`config.mk`:
```
export PLATFORM = sky130hd
export DESIGN_NAME = sw_load_ctrl
export DESIGN_NICKNAME = d
export VERILOG_FILES = /design/src/rtl/sw_load_ctrl.sv
export SDC_FILE = /design/constraint.sdc
export NUM_CORES = 1
export LEC_CHECK = 0
export CAP_MARGIN = 20
export CORE_MARGIN = 3
export CORE_UTILIZATION = 40
export CTS_BUF_LIST = sky130_fd_sc_hd__clkbuf_4 sky130_fd_sc_hd__clkbuf_8
export CTS_CLUSTER_SIZE = 14
export DETAILED_ROUTE_END_ITERATION = 10
export GPL_TIMING_DRIVEN = 0
export PLACE_DENSITY_LB_ADDON = 0.05
export REMOVE_ABC_BUFFERS = 1
export SYNTH_ARGS = -nofsm -noshare
export SYNTH_HDL_FRONTEND = slang
export SYNTH_SLANG_ARGS = --single-unit
```
`constraint.sdc`:
```
create_clock -name clk -period 5 [get_ports clk]
set_input_delay 1 -clock clk [delete_from_list [all_inputs] [get_ports clk]]
set_output_delay 1 -clock clk [all_outputs]
set_load 0.01 [all_outputs]
```
`src/rtl/sw_load_ctrl.sv`:
```
// Load-side controller for the switch register: synchronizes switches and the load
// button, debounces the button and issues one registered load strobe per press.
module sw_load_ctrl #(
    parameter int WIDTH           = 8,
    parameter int DEBOUNCE_CYCLES = 1_000_000
) (
    input  logic             clk,
    input  logic             rst,
    input  logic             btn_load,
    input  logic [WIDTH-1:0] sw_raw,
    output logic [WIDTH-1:0] data_out,
    output logic             ld_out,
    output logic             busy,
    output logic [7:0]       ld_count
);

    localparam int CNT_W = $clog2(DEBOUNCE_CYCLES);
    localparam logic [CNT_W-1:0] CNT_LAST = CNT_W'(DEBOUNCE_CYCLES - 1);

    typedef enum logic [2:0] {
        IDLE,
        DEB_PRESS,
        PULSE,
        WAIT_REL,
        DEB_REL
    } state_t;

    state_t           state_reg;
    logic [CNT_W-1:0] cnt_reg;
    logic             btn_meta_reg;
    logic             btn_s_reg;
    logic [WIDTH-1:0] sw_meta_reg;
    logic [WIDTH-1:0] sw_s_reg;
    logic [WIDTH-1:0] data_reg;
    logic             ld_reg;
    logic             busy_reg;
    logic [7:0]       count_reg;

    // Two-flop synchronizers; everything downstream sees only btn_s_reg / sw_s_reg.
    always_ff @(posedge clk) begin
        if (rst) begin
            btn_meta_reg <= 1'b0;
            btn_s_reg    <= 1'b0;
            sw_meta_reg  <= '0;
            sw_s_reg     <= '0;
        end else begin
            btn_meta_reg <= btn_load;
            btn_s_reg    <= btn_meta_reg;
            sw_meta_reg  <= sw_raw;
            sw_s_reg     <= sw_meta_reg;
        end
    end

    always_ff @(posedge clk) begin
        if (rst) begin
            state_reg <= IDLE;
            cnt_reg   <= '0;
            data_reg  <= '0;
            ld_reg    <= 1'b0;
            busy_reg  <= 1'b0;
            count_reg <= 8'd0;
        end else begin
            ld_reg <= 1'b0;
            case (state_reg)
                IDLE: begin
                    if (btn_s_reg) begin
                        state_reg <= DEB_PRESS;
                        cnt_reg   <= '0;
                        busy_reg  <= 1'b1;
                    end
                end
                DEB_PRESS: begin
                    if (!btn_s_reg) begin
                        state_reg <= IDLE;
                        cnt_reg   <= '0;
                        busy_reg  <= 1'b0;
                    end else if (cnt_reg == CNT_LAST) begin
                        // Strobe, capture and count all land on the edge entering PULSE.
                        state_reg <= PULSE;
                        cnt_reg   <= '0;
                        ld_reg    <= 1'b1;
                        data_reg  <= sw_s_reg;
                        count_reg <= count_reg + 8'd1;
                    end else begin
                        cnt_reg <= cnt_reg + CNT_W'(1);
                    end
                end
                PULSE: begin
                    state_reg <= WAIT_REL;
                    cnt_reg   <= '0;
                end
                WAIT_REL: begin
                    if (!btn_s_reg) begin
                        state_reg <= DEB_REL;
                        cnt_reg   <= '0;
                    end
                end
                DEB_REL: begin
                    if (btn_s_reg) begin
                        state_reg <= WAIT_REL;
                        cnt_reg   <= '0;
                    end else if (cnt_reg == CNT_LAST) begin
                        state_reg <= IDLE;
                        cnt_reg   <= '0;
                        busy_reg  <= 1'b0;
                    end else begin
                        cnt_reg <= cnt_reg + CNT_W'(1);
                    end
                end
                default: begin
                    state_reg <= IDLE;
                    cnt_reg   <= '0;
                    busy_reg  <= 1'b0;
                end
            endcase
        end
    end

    assign data_out = data_reg;
    assign ld_out   = ld_reg;
    assign busy     = busy_reg;
    assign ld_count = count_reg;

endmodule

```
==> impl_metrics.ini <==
[detailed_routing]
drt_iter0_markers = 118
via_per_inst = 5.240
first_pass_iters = 4
wire_per_inst_um = 13.54
vias = 1986
drtAntennaViolNets = 0
routed_wl_um = 5133
drc = 0

[logic_synthesis]
ys_seq_elements = 59
synth_edf_count = 0
netlist_area_mm2 = 0.002531
yosysSeqAreaShare = 0.4666
yosys_warnings = 0
synth_cells = 272
syn_area_per_cell_um2 = 9.306
ys_types = 56
synthArstFlopShare = 0
synth_ff_type = dfxtp_1

[setup_path]
crit_family = simple AND/OR/NAND/NOR gates
critPathKind = reg -> reg
cp_slowest_cell = or4b_1
startpoint_type = flip-flop
path_cells = or4b_1, or4b_4, nor4_4, buf_8, nand4_1, mux2_1
slowest_delay_ns = 0.54
endpoint_kind = flip-flop
cp.required_ns = 5.22
timing.critical_path.fanout_max = 10
r2r_cells = 6
critPathBufInv = 1
crit_arrival_ns = 2.84
path_depth = 6

[timing]
relSlewSlack = 0.3483
skew_ns = 0.005666
fin_crit_sh = 0.5230
worst_pin_slew_ns = 0.9687
setup_viol = 0
rsz0062_at_grt = no
hold_ws_ns = 0.4321
hold_violations = 0
fin_crit_ns = 2.615
report.final.slew_viol_count = 0
tns_ns = 0
max_freq_ghz = 0.3824

[hold_path]
min_path_type = reg -> reg
whs_path_depth = 1

[global_route]
grt_pass1_wl_um = 8583
grt_overflow = 0
antenna_found_initial = 0
grt_pass1_vias = 1753
grt_start_max_net_pins = 48
grt_usage = 0.1502

[placement]
hpwl_um = 3469
io_buffers = 28
gp_congestion = 0.8092

[finish]
regArea_mm2 = 0.001181
area_growth_pct = 20.91
fillers = 567
antenna_cells = 0
multi_input_area_mm2 = 0.001270
largest_reg_flops = 20
nNetsFinal = 313
drive_gt1_frac = 0.08224

[die]
die_w_um = 85.55
coreArea_mm2 = 0.006026
initial_core_util = 0.4201
die_y_um = 85.55
num_rows = 28
io_pins = 29
dieArea_mm2 = 0.007319

[clock_tree]
numCtsBuffers = 9
clockBufferDepth = 2
htreeDepth = 3
post_cts_buffers = 0
cts_hold_buf = 0
clk_pin_slew_ns = 0.07
insertion_delay_ns = 0.34
cts_root_buffer = clkbuf_8
clock-sinks = 59
cts_tree = yes
cts-resized-gates = 0

[power_and_ir_drop]
p_per_area_mw_per_mm2 = 321.8
irDropWorstVdd_uv = 175.4
finalPower_mw = 0.9850
leakagePower_nw = 1.065

[outcome]
status = finished, final reports clean

[run]
max_cap_viol_count = 0
final cells by class:
class                   instances  share of cell area
clock buffers                  10             0.04293
inverters                       4            0.004906
clock inverters                 5             0.02576
multi-input cells             197              0.4150
flip-flops and latches         59              0.3859
well taps                      75             0.03066
repair buffers                 29             0.09485
path summary, 6_finish.rpt:
kind | from | endpoint | slack (ns)
worst max-delay path | cnt_reg[7] | ld_count[3] | 2.39
worst min-delay path | sw_meta_reg[5] | sw_s_reg[5] | 0.43
worst max register to register | cnt_reg[7] | ld_count[3] | 2.39
worst min register to register | sw_meta_reg[5] | sw_s_reg[5] | 0.43
synth_stat cells, types with 3 or more instances:
cell type  count  area share
or3_1          4      0.0099
nand4_1       10       0.025
mux2i_1       11       0.044
a21oi_1       10       0.020
nand2_1       17       0.025
nand3_1       11       0.022
inv_1          4      0.0059
nor3_1         5      0.0099
xnor2_1        7       0.024
mux2_1         5       0.022
a31oi_1        5       0.012
xor2_1         3       0.010
nor2b_1       24       0.059
dfxtp_1       59        0.47
clkbuf_1       8       0.012
nor2_1        30       0.044
o21ai_1        7       0.014
nor4_1         6       0.015
worst reg2reg max path: cells and delay by family, from the launching register on:
kind | cells | cell delay (ns)
flip-flops | 1 | 0.38
multiplexers | 1 | 0.33
buffers and inverters | 1 | 0.22
AND/OR/NAND/NOR | 4 | 1.56
cells by family after synthesis:
| kind of cell | share of synthesized area |
|---|---|
| simple gates | 0.2951 |
| flops | 0.4666 |
| compound gates | 0.09244 |
| buf+inv | 0.03163 |
| mux | 0.06574 |
| xor+xnor | 0.03460 |
| fa+ha+maj | 0.01384 |
metal layers:
layer	routed length [um]	global-route usage
met1	2633	0.2075
met2	2236	0.2133
met3	186	0.05860
met4	76	0.05180
met5	0	0
layout by cell type (no fill, tap or decap), types with 3 or more instances in the layout:
master,count
nor2b_1,24
a31oi_1,5
mux2_1,5
nand4_1,10
a21oi_1,10
nor4_1,6
xnor2_1,7
nor2_1,30
nand3_1,11
xor2_1,3
dfxtp_1,59
inv_1,4
nand2_1,17
nor3_1,5
or3_1,4
o21ai_1,7
mux2i_1,11
clkdlybuf4s50_1,27
clkbuf_8,9
where the power goes:
group | switching [mW] | internal (mW)
logic | 0.0188 | 0.0179
clock network | 0.183 | 0.282
registers | 0.00426 | 0.479
total | 0.206 | 0.779
stage by stage:
stage / cell area [um^2] / cells / worst slack, ns / utilization
4_1_cts: 3045 / 378 / 1.972 / 0.5054
3_5_place_dp: 2835 / 363 / 1.988 / 0.4705
2_1_floorplan: 2466 / 260 / 2.346 / -
3_3_place_gp: 2840 / 363 / 0.8060 / 0.4713
5_1_grt: 3060 / 379 / 2.278 / 0.5079
6_report: 3060 / 379 / 2.385 / 0.5079
No activity file was read; power rests on OpenSTA's default activity.
